**src/rtl/cla_pkg.sv**
```systemverilog
// Shared definitions for the pipelined carry-lookahead adder.
// Group width is fixed at 4 bits; the group count follows from the operand width.
// Group propagate/generate pairs travel between pipeline stages as one packed struct.
package cla_pkg;

   localparam int GROUP_W = 4;

   // Number of 4-bit lookahead groups for a given operand width.
   function automatic int group_count(input int width);
      return width / GROUP_W;
   endfunction

   // Group propagate / generate pair.
   typedef struct packed {
      logic p;
      logic g;
   } grp_pg_t;

endpackage

```
**src/rtl/cla_group4.sv**
```systemverilog
// 4-bit carry-lookahead cell: in-group carries plus group propagate/generate.
// Latency: purely combinational.
// Backpressure: none; no state.
module cla_group4 (
   input  logic [3:0] p_i,
   input  logic [3:0] g_i,
   input  logic       cin_i,
   output logic [4:1] carry_o,
   output logic       gp_o,
   output logic       gg_o
);

   // Fully expanded lookahead equations; no ripple inside the group.
   always_comb begin
      carry_o[1] = g_i[0] | (p_i[0] & cin_i);
      carry_o[2] = g_i[1] | (p_i[1] & g_i[0]) | (p_i[1] & p_i[0] & cin_i);
      carry_o[3] = g_i[2] | (p_i[2] & g_i[1]) | (p_i[2] & p_i[1] & g_i[0])
                 | (p_i[2] & p_i[1] & p_i[0] & cin_i);
      carry_o[4] = g_i[3] | (p_i[3] & g_i[2]) | (p_i[3] & p_i[2] & g_i[1])
                 | (p_i[3] & p_i[2] & p_i[1] & g_i[0])
                 | (p_i[3] & p_i[2] & p_i[1] & p_i[0] & cin_i);
      gp_o       = &p_i;
      gg_o       = g_i[3] | (p_i[3] & g_i[2]) | (p_i[3] & p_i[2] & g_i[1])
                 | (p_i[3] & p_i[2] & p_i[1] & g_i[0]);
   end

endmodule

```
**src/rtl/cla_pipe_adder.sv**
```systemverilog
// Two-stage pipelined carry-lookahead adder/subtractor with status flags.
// Latency: 2 cycles from acceptance to out_valid; throughput 1 beat/cycle, 2 beats in flight.
// Backpressure: elastic valid/ready; in_ready is combinational from out_ready, payload holds while stalled.
module cla_pipe_adder
   import cla_pkg::*;
#(
   parameter int WIDTH = 16
) (
   input  logic             clk,
   input  logic             rst,
   input  logic             in_valid,
   output logic             in_ready,
   input  logic [WIDTH-1:0] a,
   input  logic [WIDTH-1:0] b,
   input  logic             c_i,
   input  logic             sub,
   output logic             out_valid,
   input  logic             out_ready,
   output logic [WIDTH-1:0] s,
   output logic             c_o,
   output logic             ovf,
   output logic             zero
);

   localparam int NG = group_count(WIDTH);

   generate
      if ((WIDTH % GROUP_W) != 0 || WIDTH < 4 || WIDTH > 64) begin : g_bad_width
         $error("cla_pipe_adder: WIDTH must be a multiple of 4 in 4..64");
      end
   endgenerate

   // ---------------- stage 1: operand prep and per-bit / per-group P,G ----------------
   logic [WIDTH-1:0]     b_eff;
   logic                 cin_eff;
   logic [WIDTH-1:0]     p_d, g_d;
   grp_pg_t [NG-1:0]     gpg_d;
   logic [NG-1:0]        gp_w, gg_w;
   logic [WIDTH-1:0]     unused_s1_carry;

   logic [WIDTH-1:0]     p_q, g_q;
   grp_pg_t [NG-1:0]     gpg_q;
   logic                 cin_q, a_msb_q, b_msb_q;
   logic                 s1_vld_q, s1_vld_d;

   // Subtraction is A + ~B + 1; the external carry-in only matters when adding.
   always_comb begin
      b_eff   = b ^ {WIDTH{sub}};
      cin_eff = sub | c_i;
      p_d     = a ^ b_eff;
      g_d     = a & b_eff;
   end

   // Group P/G come from the same lookahead cell; its carries are not needed here.
   for (genvar k = 0; k < NG; k++) begin : g_s1
      cla_group4 u_pg (
         .p_i     (p_d[GROUP_W*k +: GROUP_W]),
         .g_i     (g_d[GROUP_W*k +: GROUP_W]),
         .cin_i   (1'b0),
         .carry_o (unused_s1_carry[GROUP_W*k +: GROUP_W]),
         .gp_o    (gp_w[k]),
         .gg_o    (gg_w[k])
      );
      assign gpg_d[k].p = gp_w[k];
      assign gpg_d[k].g = gg_w[k];
   end

   // ---------------- handshake ----------------
   logic s2_load, s1_load;
   logic out_vld_q, out_vld_d;

   // Stage 2 takes stage 1 whenever its own slot is empty or being drained.
   always_comb begin
      s2_load   = s1_vld_q & (~out_vld_q | out_ready);
      in_ready  = ~s1_vld_q | s2_load;
      s1_load   = in_valid & in_ready;
      s1_vld_d  = s1_load ? 1'b1 : (s2_load ? 1'b0 : s1_vld_q);
      out_vld_d = s2_load ? 1'b1 : (out_ready ? 1'b0 : out_vld_q);
   end

   // Stage 1 registers: loaded only on an accepted beat.
   always_ff @(posedge clk or posedge rst) begin
      if (rst) begin
         s1_vld_q <= 1'b0;
         p_q      <= '0;
         g_q      <= '0;
         gpg_q    <= '0;
         cin_q    <= 1'b0;
         a_msb_q  <= 1'b0;
         b_msb_q  <= 1'b0;
      end else begin
         s1_vld_q <= s1_vld_d;
         if (s1_load) begin
            p_q     <= p_d;
            g_q     <= g_d;
            gpg_q   <= gpg_d;
            cin_q   <= cin_eff;
            a_msb_q <= a[WIDTH-1];
            b_msb_q <= b_eff[WIDTH-1];
         end
      end
   end

   // ---------------- stage 2: group-carry lookahead, in-group carries, flags ----------------
   logic [NG-1:0]    gcarry;
   logic [WIDTH:0]   carry;
   logic [NG-1:0]    unused_s2_gp, unused_s2_gg;
   logic [WIDTH-1:0] s_d;
   logic             c_o_d, ovf_d, zero_d;

   // Carry into group k as a flat sum of products over groups below it and the carry-in.
   always_comb begin
      logic acc;
      logic prod;
      acc       = 1'b0;
      prod      = 1'b0;
      gcarry    = '0;
      gcarry[0] = cin_q;
      for (int k = 1; k < NG; k++) begin
         acc = 1'b0;
         for (int j = 0; j < k; j++) begin
            prod = gpg_q[j].g;
            for (int m = j + 1; m < k; m++) begin
               prod = prod & gpg_q[m].p;
            end
            acc = acc | prod;
         end
         prod = cin_q;
         for (int m = 0; m < k; m++) begin
            prod = prod & gpg_q[m].p;
         end
         gcarry[k] = acc | prod;
      end
   end

   assign carry[0] = cin_q;

   // Each group resolves its own bit carries from its lookahead carry-in.
   for (genvar k = 0; k < NG; k++) begin : g_s2
      cla_group4 u_c (
         .p_i     (p_q[GROUP_W*k +: GROUP_W]),
         .g_i     (g_q[GROUP_W*k +: GROUP_W]),
         .cin_i   (gcarry[k]),
         .carry_o (carry[GROUP_W*k+1 +: GROUP_W]),
         .gp_o    (unused_s2_gp[k]),
         .gg_o    (unused_s2_gg[k])
      );
   end

   // Sum and status flags; overflow when like-signed operands give an unlike-signed result.
   always_comb begin
      s_d    = p_q ^ carry[WIDTH-1:0];
      c_o_d  = carry[WIDTH];
      ovf_d  = (a_msb_q == b_msb_q) && (s_d[WIDTH-1] != a_msb_q);
      zero_d = ~|s_d;
   end

   // Output registers: payload only changes on a stage-2 load, so it holds while stalled.
   always_ff @(posedge clk or posedge rst) begin
      if (rst) begin
         out_vld_q <= 1'b0;
         s         <= '0;
         c_o       <= 1'b0;
         ovf       <= 1'b0;
         zero      <= 1'b0;
      end else begin
         out_vld_q <= out_vld_d;
         if (s2_load) begin
            s    <= s_d;
            c_o  <= c_o_d;
            ovf  <= ovf_d;
            zero <= zero_d;
         end
      end
   end

   assign out_valid = out_vld_q;

endmodule
```
**config.mk**
```make
export PLATFORM = sky130hd
export DESIGN_NAME = cla_pipe_adder
export DESIGN_NICKNAME = d
export VERILOG_FILES = /design/src/rtl/cla_pkg.sv /design/src/rtl/cla_group4.sv /design/src/rtl/cla_pipe_adder.sv
export SDC_FILE = /design/constraint.sdc
export NUM_CORES = 1
export LEC_CHECK = 0
export CAP_MARGIN = 25
export CELL_PAD_IN_SITES_DETAIL_PLACEMENT = 2
export CELL_PAD_IN_SITES_GLOBAL_PLACEMENT = 2
export CORE_AREA = 2 2 101 103
export DETAILED_ROUTE_END_ITERATION = 8
export DIE_AREA = 0 0 103 105
export MAX_ROUTING_LAYER = met4
export PLACE_DENSITY_LB_ADDON = 0.1
export RECOVER_POWER = 25
export SYNTH_ARGS = -nofsm -noshare
export SYNTH_HDL_FRONTEND = slang
export SYNTH_SLANG_ARGS = --single-unit
```
**constraint.sdc**
```tcl
create_clock -name clk -period 2.3 [get_ports clk]
set_input_delay 0.345 -clock clk [delete_from_list [all_inputs] [get_ports clk]]
set_output_delay 0.345 -clock clk [all_outputs]
set_load 0.03 [all_outputs]
```
==> out/results.ini, run 1 <==
[cts]
htreeDepth = 3
cts-root-buf = clkbuf_8
clkTransAtPathRegs_ns = 0.07
cts_hold_buf = 0
clk_latency_ns = 0.35
clock_path_buffers = 2
cts_buffers = 9
cts_tree = done
clkSinkCount = 62
post-cts-setup-buffers = 0

[synthesis]
synth_area_um2 = 3230
ys_types = 49
synthCells = 276
yosys_warnings = 0
avgSynthCellArea_um2 = 11.7
async_reset_ff_share_pct = 100
synth_edf_count = 0
synth_top_area_share_pct = 48.0
ys.flop_type = dfrtp_1
syn-num-nets = 331
yosysSeqAreaShare_pct = 48.0
netlist_top_cells_area = dfrtp_1 (48%), mux2_2 (15%), ha_1 (6.6%)
synth_top_cell_by_area = dfrtp_1
ys_ff_latch = 62

[global_routing]
grt_max_degree = 63
met1_usage_pct = 20.9
use_met2_pct = 26.8
antenna_found_initial = 0
grt_pass1_wl_mm = 13.5
busiest_layer = met2
globalRouteMet3Util_pct = 4.41
globalRouteTotalUtil_pct = 17.0
overflow = 0
grt_pass1_vias = 2703

[routing]
via_per_inst = 4.97
drt_first_pass_iters = 6
drc_errors = 0
antenna_left = 0
vias = 2435
drtIter0Drc = 66
wl_per_cell_um = 16.8
drt_wl_total_mm = 8.24

[setup_path]
r2r_setup_slack_ns = 0.13
worst_setup_path_start_kind = flop
reg2reg_depth = 8
r2r_end = zero$_DFFE_PP0P_
critPathKind = reg -> reg
required_ns = 2.56
cp-end-kind = flop
cp_max_fo = 4
crit_arrival_ns = 2.43
r2r_start = cin_q$_DFFE_PP0P_

[final_layout]
area_growth_pct = 33.7
final_common_cell = dfrtp_1
nets = 407
drive_above_1_share_pct = 23.5
antenna_cells = 0
fill_cells = 1032
fin_area_um2 = 4320
final_cell_mix = dfrtp_1 (62), clkdlybuf4s50_1 (57), mux2_2 (42)
final_cells = 490

[sta]
post-route-min-period_ns = 2.17
final-hold-violation-count = 0
worst_slew_pin_slew_ns = 1.56
timing.final.crit_share_pct = 94.4
fmax_mhz = 461
maxSlewHeadroom_pct = -4.11
finClkSkew_ns = 0.00920
drv_slew = 63
setup_viol_count_final = 0

[min_path]
whs_path_depth = 2
whs_endpoint = s[6]$_DFFE_PP0P_
hold_class = reg -> reg
hold_start = s[6]$_DFFE_PP0P_

[die]
die_x_um = 103
io_pins = 59
die_area_um2 = 10800
initial_core_util_pct = 33.5
die_height_um = 105
coreArea_um2 = 9640
row_count = 36

[power_and_ir_drop]
cellPowerDensity_nw_per_um2 = 999
irDropWorstVdd_mv = 0.312
total_leakage_power_nw = 1.92

[status]
status = finished with violations
violations = max-capacitance violations, max-slew violations

[placed_design]
hpwl_mm = 6.15
placed_cells = 474
port_buffers = 58
gp_congestion = 0.767
post_dp_cell_area_um2 = 4100

[run]
maxCapViolCount = 1

## state kept, by name, summed over array words and instances, names as in the netlist
name / cells
c_o: 1
a_msb_q: 1
s1_vld_q: 1
ovf: 1
p_q: 16
s: 16
gpg_q: 6
b_msb_q: 1
zero: 1
out_valid: 1
cin_q: 1
g_q: 16
## cells by family (layout without fill, tap and decap cells)
family	count (synthesis)	in the layout	synth area share [%]
fa+ha+maj	17	17	6.58
mux	43	43	14.9
xor+xnor	24	24	6.50
simple gates	57	57	9.29
compound gates	60	60	13.2
buf+inv	13	94	1.51
flops	62	62	48.0
## routing by layer
layer	up-vias	routed length, um
li1	1157	-
met1	1222	3710
met2	47	4130
met3	9	273
met4	0	128
met5	-	0
## power breakdown
group / total (mW) / switching (mW) / internal [mW]
registers: 1.57 / 0.206 / 1.37
clock network: 1.07 / 0.431 / 0.637
logic: 1.67 / 0.866 / 0.809
## layout make-up
cell class	count	area (um^2)	share of cell area, %
clock buffers	12	145	3.36
clock inverters	4	70.1	1.62
inverters	4	15.0	0.347
multi-input cells	201	1650	38.2
flip-flops and latches	62	1550	35.9
well taps	133	166	3.85
repair buffers	74	723	16.7
## worst max-delay path by stage
stage               slack [ns]         startpoint                    to
global placement          0.08                sub  gpg_q[0]$_DFFE_PP0P_
CTS                       0.09  cin_q$_DFFE_PP0P_      zero$_DFFE_PP0P_
global route             -0.02  cin_q$_DFFE_PP0P_      zero$_DFFE_PP0P_
finish                    0.13  cin_q$_DFFE_PP0P_      zero$_DFFE_PP0P_
floorplan                 0.08                sub  gpg_q[4]$_DFFE_PP0P_
detailed placement        0.07                sub  gpg_q[2]$_DFFE_PP0P_
## cell usage after synthesis, types with 2 or more instances
| library cell | number |
|---|---|
| mux2_2 | 42 |
| nor2_1 | 7 |
| a211oi_1 | 3 |
| nand4_1 | 3 |
| and3_1 | 2 |
| clkbuf_1 | 8 |
| a21o_1 | 9 |
| o21ai_0 | 16 |
| nand2_1 | 18 |
| a211o_1 | 2 |
| nand2b_1 | 4 |
| inv_1 | 4 |
| xnor2_1 | 5 |
| o31ai_1 | 2 |
| a41o_1 | 3 |
| or2_2 | 3 |
| and2_1 | 4 |
| ha_1 | 17 |
| xor2_1 | 19 |
| nor3_1 | 3 |
| nand3_1 | 3 |
| dfrtp_1 | 62 |
| a21oi_1 | 10 |
| or3_1 | 2 |
## critical path: stages (launching register included)
cell,delay (ns)
dfrtp_1,0.41
buf_4,0.16
ha_1,0.20
nor2_2,0.09
xor2_1,0.17
or3b_2,0.48
a211oi_2,0.21
nand4b_1,0.15
o31ai_2,0.20
## timing repair
item | 4_1_cts | 5_1_grt
setup endpoints to repair | 0 | 1
gates resized for setup | 0 | 5
endpoints found under the hold margin | 0 | 0
## through the flow
| stage | hold WS (ns) | setup WS (ns) | total power [mW] | utilization (%) | setup TNS [ns] |
|---|---|---|---|---|---|
| 2_1_floorplan | 0.453 | 0.0840 | 2.54 | - | 0 |
| 3_3_place_gp | 0.465 | 0.0780 | 3.23 | 42.6 | 0 |
| 3_5_place_dp | 0.479 | 0.0677 | 3.28 | 42.6 | 0 |
| 4_1_cts | 0.383 | 0.0891 | 4.37 | 44.8 | 0 |
| 5_1_grt | 0.517 | -0.0152 | 4.59 | 44.8 | -0.0152 |
| 6_report | 0.487 | 0.129 | 4.32 | 44.8 | 0 |
(Power assumes the default switching activity.)
==> run 2, diff against run 1 <==
SLEW_MARGIN = 40   (was default)
==> results of run 2 <==
No change in the layout: final DEF, timing and power equal those of run 1.
